`config.mk`:
```
export PLATFORM = sky130hd
export DESIGN_NAME = execute_stage
export DESIGN_NICKNAME = d
export VERILOG_FILES = /design/src/rtl/execute_stage_pkg.sv /design/src/rtl/execute_stage_div.sv /design/src/rtl/execute_stage.sv
export SDC_FILE = /design/constraint.sdc
export NUM_CORES = 2
export LEC_CHECK = 0
export CAP_MARGIN = 15
export CORE_AREA = 2 2 336 338
export CTS_CLUSTER_DIAMETER = 50
export DETAILED_ROUTE_END_ITERATION = 12
export DIE_AREA = 0 0 338 340
export PLACE_DENSITY = 0.89
export SLEW_MARGIN = 5
export SYNTH_ARGS = -nofsm -noshare
export SYNTH_HDL_FRONTEND = slang
export SYNTH_SLANG_ARGS = --single-unit
```
`constraint.sdc`:
```
create_clock -name clk -period 20.6 [get_ports clk]
set_input_delay 4.12 -clock clk [delete_from_list [all_inputs] [get_ports clk]]
set_output_delay 4.12 -clock clk [all_outputs]
set_load 0.01 [all_outputs]
```
`src/rtl/execute_stage_pkg.sv`:
```
// Shared encodings, bus widths and bus layouts for the execute stage and its divider.
package execute_stage_pkg;

  localparam int D_TO_E_BUS_WD = 151;
  localparam int E_TO_M_BUS_WD = 134;
  localparam int E_TO_H_BUS_WD = 7;

  typedef enum logic [4:0] {
    ALU_ADD    = 5'd0,
    ALU_SUB    = 5'd1,
    ALU_AND    = 5'd2,
    ALU_OR     = 5'd3,
    ALU_XOR    = 5'd4,
    ALU_SLL    = 5'd5,
    ALU_SRL    = 5'd6,
    ALU_SRA    = 5'd7,
    ALU_SLT    = 5'd8,
    ALU_SLTU   = 5'd9,
    ALU_LUI    = 5'd10,
    ALU_MUL    = 5'd11,
    ALU_MULH   = 5'd12,
    ALU_MULHSU = 5'd13,
    ALU_MULHU  = 5'd14,
    ALU_DIV    = 5'd15,
    ALU_DIVU   = 5'd16,
    ALU_REM    = 5'd17,
    ALU_REMU   = 5'd18
  } alu_op_e;

  typedef enum logic [2:0] {
    BR_NONE = 3'd0,
    BR_BEQ  = 3'd1,
    BR_BNE  = 3'd2,
    BR_BLT  = 3'd3,
    BR_BGE  = 3'd4,
    BR_BLTU = 3'd5,
    BR_BGEU = 3'd6
  } branch_op_e;

  // mem_access_size: bit0 = byte, bit1 = half, 00 = word.
  localparam logic [1:0] SIZE_WORD = 2'b00;
  localparam logic [1:0] SIZE_BYTE = 2'b01;
  localparam logic [1:0] SIZE_HALF = 2'b10;

  typedef enum logic [1:0] {
    DIV_IDLE = 2'd0,
    DIV_BUSY = 2'd1,
    DIV_DONE = 2'd2
  } div_state_e;

  typedef struct packed {
    alu_op_e     alu_op;
    logic        use_imm;
    logic        use_pc;
    branch_op_e  branch_op;
    logic        is_jal;
    logic        is_jalr;
    logic        mem_load;
    logic        mem_store;
    logic [1:0]  mem_access_size;
    logic        load_signext;
    logic        rf_write_en;
    logic [4:0]  rf_dest;
    logic [31:0] rs1_data;
    logic [31:0] rs2_data;
    logic [31:0] imm;
    logic [31:0] pc;
  } d_to_e_t;

  typedef struct packed {
    logic        mem_load;
    logic        mem_store;
    logic [1:0]  mem_access_size;
    logic        load_signext;
    logic        rf_write_en;
    logic [31:0] rf_dest;
    logic [31:0] rs2_data;
    logic [31:0] result;
    logic [31:0] pc;
  } e_to_m_t;

  function automatic logic is_div_op(alu_op_e op);
    return op inside {ALU_DIV, ALU_DIVU, ALU_REM, ALU_REMU};
  endfunction

endpackage

```
`src/rtl/execute_stage_div.sv`:
```
// Iterative radix-2 restoring divider on operand magnitudes, sign fixed up on the last step.
module div_unit
  import execute_stage_pkg::*;
(
  input  logic        clk,
  input  logic        reset,
  input  logic        start,
  input  logic        is_signed,
  input  logic        op_rem,
  input  logic [31:0] dividend,
  input  logic [31:0] divisor,
  input  logic        flush,
  input  logic        ack,
  output logic        busy,
  output logic        done,
  output logic [31:0] result
);

  div_state_e  state;
  logic [31:0] quo, rem, dvs;
  logic [4:0]  count;
  logic        neg_q, neg_r, want_rem;
  logic [32:0] rem_shift;
  logic        fits;
  logic [31:0] quo_next, rem_next;

  function automatic logic [31:0] mag(logic neg, logic [31:0] v);
    return neg ? -v : v;
  endfunction

  // The quotient register doubles as the dividend shift register.
  always_comb begin
    rem_shift = {rem, quo[31]};
    fits      = rem_shift >= {1'b0, dvs};
    quo_next  = {quo[30:0], fits};
    rem_next  = fits ? 32'(rem_shift - {1'b0, dvs}) : rem_shift[31:0];
  end

  always_ff @(posedge clk) begin
    if (reset || flush) begin
      state    <= DIV_IDLE;
      quo      <= '0;
      rem      <= '0;
      dvs      <= '0;
      count    <= '0;
      neg_q    <= 1'b0;
      neg_r    <= 1'b0;
      want_rem <= 1'b0;
      result   <= '0;
    end else begin
      case (state)
        DIV_IDLE: if (start) begin
          state    <= DIV_BUSY;
          quo      <= mag(is_signed & dividend[31], dividend);
          rem      <= '0;
          dvs      <= mag(is_signed & divisor[31], divisor);
          count    <= '0;
          neg_q    <= is_signed & (dividend[31] ^ divisor[31]);
          neg_r    <= is_signed & dividend[31];
          want_rem <= op_rem;
        end
        DIV_BUSY: begin
          quo   <= quo_next;
          rem   <= rem_next;
          count <= count + 5'd1;
          if (count == 5'd31) begin
            state  <= DIV_DONE;
            result <= want_rem ? mag(neg_r, rem_next) : mag(neg_q, quo_next);
          end
        end
        DIV_DONE: if (ack) state <= DIV_IDLE;
        default:  state <= DIV_IDLE;
      endcase
    end
  end

  assign busy = (state == DIV_BUSY);
  assign done = (state == DIV_DONE);

endmodule

```
`src/rtl/execute_stage.sv`:
```
// Execute stage: stage register, ALU, multiplier, divider control and branch resolution.
module execute_stage
  import execute_stage_pkg::*;
(
  input  logic                     clk,
  input  logic                     reset,
  input  logic                     previous_valid_i,
  output logic                     current_valid_o,
  input  logic                     stall_execute,
  input  logic                     flush_execute,
  input  logic [D_TO_E_BUS_WD-1:0] d_to_e_bus,
  output logic [E_TO_M_BUS_WD-1:0] e_to_m_bus,
  output logic [E_TO_H_BUS_WD-1:0] e_to_h_bus,
  output logic [31:0]              forward_result_execute,
  output logic                     stall_request_o,
  output logic                     branch_taken_o,
  output logic [31:0]              branch_target_o
);

  d_to_e_t     s;
  logic        valid;
  logic [31:0] op_a, op_b, result, special_result, div_result;
  logic        div_signed, div_rem, div_special, div_active, div_busy, div_done, cond;
  logic signed [32:0] mul_a, mul_b;
  logic signed [63:0] prod;
  e_to_m_t     out;

  // NOTE: sequential state uses non-blocking assignments so every register samples pre-edge values.
  always_ff @(posedge clk) begin
    if (reset || flush_execute) begin
      valid <= 1'b0;
      s     <= '0;
    end else if (!stall_execute) begin
      valid <= previous_valid_i;
      s     <= d_to_e_t'(d_to_e_bus);
    end
  end

  assign op_a = s.use_pc  ? s.pc  : s.rs1_data;
  assign op_b = s.use_imm ? s.imm : s.rs2_data;

  // One 33x33 signed multiplier covers all four variants via per-operand sign extension.
  assign mul_a = {(s.alu_op == ALU_MULH || s.alu_op == ALU_MULHSU) & op_a[31], op_a};
  assign mul_b = {(s.alu_op == ALU_MULH) & op_b[31], op_b};
  assign prod  = 64'(mul_a) * 64'(mul_b);

  assign div_signed     = (s.alu_op == ALU_DIV) || (s.alu_op == ALU_REM);
  assign div_rem        = (s.alu_op == ALU_REM) || (s.alu_op == ALU_REMU);
  assign div_special    = (op_b == 32'd0) ||
                          (div_signed && op_a == 32'h8000_0000 && op_b == 32'hFFFF_FFFF);
  assign special_result = (op_b == 32'd0) ? (div_rem ? op_a : 32'hFFFF_FFFF)
                                          : (div_rem ? 32'd0 : 32'h8000_0000);
  assign div_active     = valid && is_div_op(s.alu_op) && !div_special;

  div_unit u_div (
    .clk      (clk),
    .reset    (reset),
    .start    (div_active),
    .is_signed(div_signed),
    .op_rem   (div_rem),
    .dividend (op_a),
    .divisor  (op_b),
    .flush    (flush_execute),
    .ack      (!stall_execute),
    .busy     (div_busy),
    .done     (div_done),
    .result   (div_result)
  );

  // High from the first execute cycle until the divider reaches DONE.
  assign stall_request_o = div_active && (div_busy || !div_done);

  // NOTE: every always_comb output gets a default first so no path can infer a latch.
  always_comb begin
    result = '0;
    case (s.alu_op)
      ALU_ADD:    result = op_a + op_b;
      ALU_SUB:    result = op_a - op_b;
      ALU_AND:    result = op_a & op_b;
      ALU_OR:     result = op_a | op_b;
      ALU_XOR:    result = op_a ^ op_b;
      ALU_SLL:    result = op_a << op_b[4:0];
      ALU_SRL:    result = op_a >> op_b[4:0];
      ALU_SRA:    result = $signed(op_a) >>> op_b[4:0];
      ALU_SLT:    result = {31'd0, $signed(op_a) < $signed(op_b)};
      ALU_SLTU:   result = {31'd0, op_a < op_b};
      ALU_LUI:    result = op_b;
      ALU_MUL:    result = prod[31:0];
      ALU_MULH, ALU_MULHSU, ALU_MULHU: result = prod[63:32];
      ALU_DIV, ALU_DIVU, ALU_REM, ALU_REMU:
                  result = div_special ? special_result : div_result;
      default:    result = '0;
    endcase
    if (s.is_jal || s.is_jalr) result = s.pc + 32'd4;
  end

  always_comb begin
    cond = 1'b0;
    case (s.branch_op)
      BR_BEQ:  cond = s.rs1_data == s.rs2_data;
      BR_BNE:  cond = s.rs1_data != s.rs2_data;
      BR_BLT:  cond = $signed(s.rs1_data) <  $signed(s.rs2_data);
      BR_BGE:  cond = $signed(s.rs1_data) >= $signed(s.rs2_data);
      BR_BLTU: cond = s.rs1_data <  s.rs2_data;
      BR_BGEU: cond = s.rs1_data >= s.rs2_data;
      default: cond = 1'b0;
    endcase
  end

  assign branch_taken_o  = valid && (cond || s.is_jal || s.is_jalr);
  assign branch_target_o = s.is_jalr ? ((s.rs1_data + s.imm) & ~32'd1) : (s.pc + s.imm);

  always_comb begin
    out.mem_load        = s.mem_load;
    out.mem_store       = s.mem_store;
    out.mem_access_size = s.mem_access_size;
    out.load_signext    = s.load_signext;
    out.rf_write_en     = s.rf_write_en;
    out.rf_dest         = {27'd0, s.rf_dest};
    out.rs2_data        = s.rs2_data;
    out.result          = result;
    out.pc              = s.pc;
  end

  assign e_to_m_bus             = out;
  assign e_to_h_bus             = {s.mem_load, s.rf_dest, s.rf_write_en};
  assign forward_result_execute = result;
  assign current_valid_o        = valid;

endmodule

```
==> impl_results.md <==
* Post-CTS Hold Fix Bufs at 0
* Mapped Cells at 8,622
* Worst slew pin tran at 1.54 ns
* Unique masters post-synth at 103
* Site row count at 123
* Crit path buffers/inverters at 10
* Fin area at 0.0740 mm2
* Fin util at 0.664
* Die area at 0.115 mm2
* R2R depth at 16
* Number of global-route vias before repair at 68,900
* RR Endpoint: u_div.dvs[9]
* WL final at 319 mm
* Violations in the final reports: capacitance limit, slew limit
* Net switching power at 878 uW
* Dpl cell area at 0.0728 mm2
* CP endpoint kind: output port
* Placement Setup Slack at 4.70 ns
* Layout Nets at 10,300
* Cell mode on critical path: fa_1
* Comb power frac at 0.400
* Synthesized area at 0.0687 mm2
* Final HPWL from detailed placement at 246 mm
* Slew Limit Headroom at -0.0238
* Vias per cell at 6.74
* CTS Buf Count at 35
* Max FO, Critical Path at 40
* GP Congestion at 1.15
* Post-synth top area cell: fa_1
* Hold EP: u_div.dvs[26]
* Fin crit share at 0.826
* Share of layout cells above drive strength 1 at 0.0477
* Reg power frac at 0.291
* Switch share at 0.428
* Cells after DPL at 10,000
* Initial antenna violation count at 23
* Die X at 338 um
* Global Route Usage Sum at 0.551
* Crit path max-delay family: adder cells
* Commonest cells after routing, fill and taps aside: inv_1, nand2_1, fa_1
* Post-synth EDFFs at 0
* Worst VDD drop at 0.0535 mV
* H-Tree Depth at 2
* CP startpoint kind: register
* Slowest stage cell on the critical path: mux2i_2
* Syn avg cell area at 7.96 um2
* Leak pwr at 33.2 nW
* Ports at 364
* DRC Markers at 0
* RSZ-0062 raised after global routing: no
* Int Pwr at 1.17 mW
* Initial Utilization at 0.615
* FF-to-FF setup slack at 13.39 ns
* Max cap viols at 1
* Synthesis-to-layout area growth at 7.85%
* FMAX at 58.7 MHz
* Synth area leaders: fa_1, dfxtp_1, ha_1
* CTS tree: built
* Drt first pass iters at 11
* Synthesis Warnings at 0
* Antenna Violating Nets Remaining at 0
* Async SR Flop Fraction at 0
* WP data required at 16.48 ns
* Max incr delay on CP at 0.87 ns
* PortBufs at 336
* 1st-iter DRT viols at 10,200
* WHS at 0.456 ns
* Clock latency on the worst-skew pair at 0.58 ns
* Setup slack after layout at 3.58 ns
* Clock power frac at 0.308
* Root buffer cell: clkbuf_16
* Core area at 0.112 mm2
* Clk_skew at 0.0209 ns
* CTS sink cnt at 290
* TNS Setup at 0 ns
* Kind of critical path: register to output port
* Fin crit period at 17.02 ns
* Seq cells post-synth at 290
* Clock Tree Buf Depth at 3
* Synth Flop Type: dfxtp_1
* Final setup viols at 0
* Min-delay src: u_div.dvs[26]
* CP arrival at 12.90 ns
* Pins over their slew limit at 3
* Die height at 340 um
* Cell Pwr Density at 27.7 mW/mm2
* Status: finished with violations
* FF-to-FF Start: s[144]
* Most common cell after layout, fill and taps aside: inv_1
* Vias at 68,300
* Grt ovf at 0
* # resized after CTS at 0
* Average wire per standard cell at 31.5 um
* Largest net degree at the start of global routing at 208
* First-pass GRT wire length at 458 mm
* Top-area cell type share of the netlist area at 0.329
* Filler cells at 8,614
* Hold WC Path Type: register to register
* Hold Violations, Final at 0
* Final std cells w/o fill at 10,100
* Post-CTS Setup Bufs at 0
* Clock transition at path regs at 0.06 ns
* Seq/Total Area, Yosys at 0.0846
* Total Power at 2.05 mW
* Hold path cells at 2
[sequential cells by signal, summed over array words and instances, names as in the netlist]
name / flops
u_div.neg_r: 1
current_valid_o: 1
u_div.rem: 32
u_div.state: 2
s: 76
e_to_m_bus: 68
u_div.neg_q: 1
u_div.result: 32
u_div.want_rem: 1
e_to_h_bus: 7
u_div.count: 5
u_div.quo: 32
u_div.dvs: 32
[power by group through the flow]
stage          registers, mW  clock network (mW)  logic [mW]
6_report               0.597               0.633       0.821
5_1_grt                0.597               0.656       0.836
4_1_cts                0.595               0.626       0.771
3_5_place_dp           0.608                   0       0.766
3_3_place_gp           0.608                   0       0.751
2_1_floorplan          0.592                   0       0.429
[worst max path at each step]
stage / from / to / slack, ns / cells after the start
2_1_floorplan: s[145] / forward_result_execute[29] / 6.25 / 35
3_3_place_gp: s[145] / forward_result_execute[18] / 4.86 / 31
3_5_place_dp: s[145] / forward_result_execute[18] / 4.70 / 31
4_1_cts: s[145] / forward_result_execute[30] / 4.08 / 31
5_1_grt: s[145] / e_to_m_bus[63] / 3.49 / 31
6_report: s[144] / forward_result_execute[18] / 3.58 / 32
[worst register-to-register path: cells and delay by family, from the launching register on]
kind,cells,cell delay [ns]
flip-flops,1,0.32
AND/OR/NAND/NOR,7,2.65
buffers and inverters,6,3.16
AO/OA/AOI/OAI,2,0.67
multiplexers,1,0.29
[kinds of logic after synthesis]
| group | Yosys count | share of synthesized area |
|---|---|---|
| XOR/XNOR | 277 | 0.0353 |
| AND/OR/NAND/NOR | 2592 | 0.160 |
| flip-flops | 290 | 0.0846 |
| adder cells (fa/ha/maj) | 1572 | 0.410 |
| other | 1 | 0.0000546 |
| multiplexers | 298 | 0.0440 |
| AO/OA/AOI/OAI | 1531 | 0.145 |
| buffers and inverters | 2061 | 0.122 |
[area by class of cell]
class,instances,area (um2),share of cell area
flip-flops and latches,290,5810,0.0785
repair buffers,539,4940,0.0667
well taps,1500,1880,0.0253
clock buffers,44,950,0.0128
clock inverters,20,189,0.00255
inverters,1414,5310,0.0717
diodes,21,52.6,0.000710
multi-input cells,6297,54900,0.742
[synth_stat cells (95+ instances only)]
cell	n
clkbuf_1	380
fa_1	1130
nand2_1	1140
mux2i_1	285
a21oi_1	474
xnor2_1	184
buf_4	147
dfxtp_1	290
a21o_1	95
nor2_1	934
o21ai_0	287
inv_1	1380
ha_1	442
[per-layer routing]
layer  global-route usage  share of wire  vias to the layer above
met2                0.789           0.41                     5948
met1                0.670           0.34                    32800
met5              0.00668        0.00073                        -
met4                0.452           0.11                       20
met3                0.188           0.14                     2001
li1                     -              -                    27500
No activity file was read; power rests on OpenSTA's default activity.
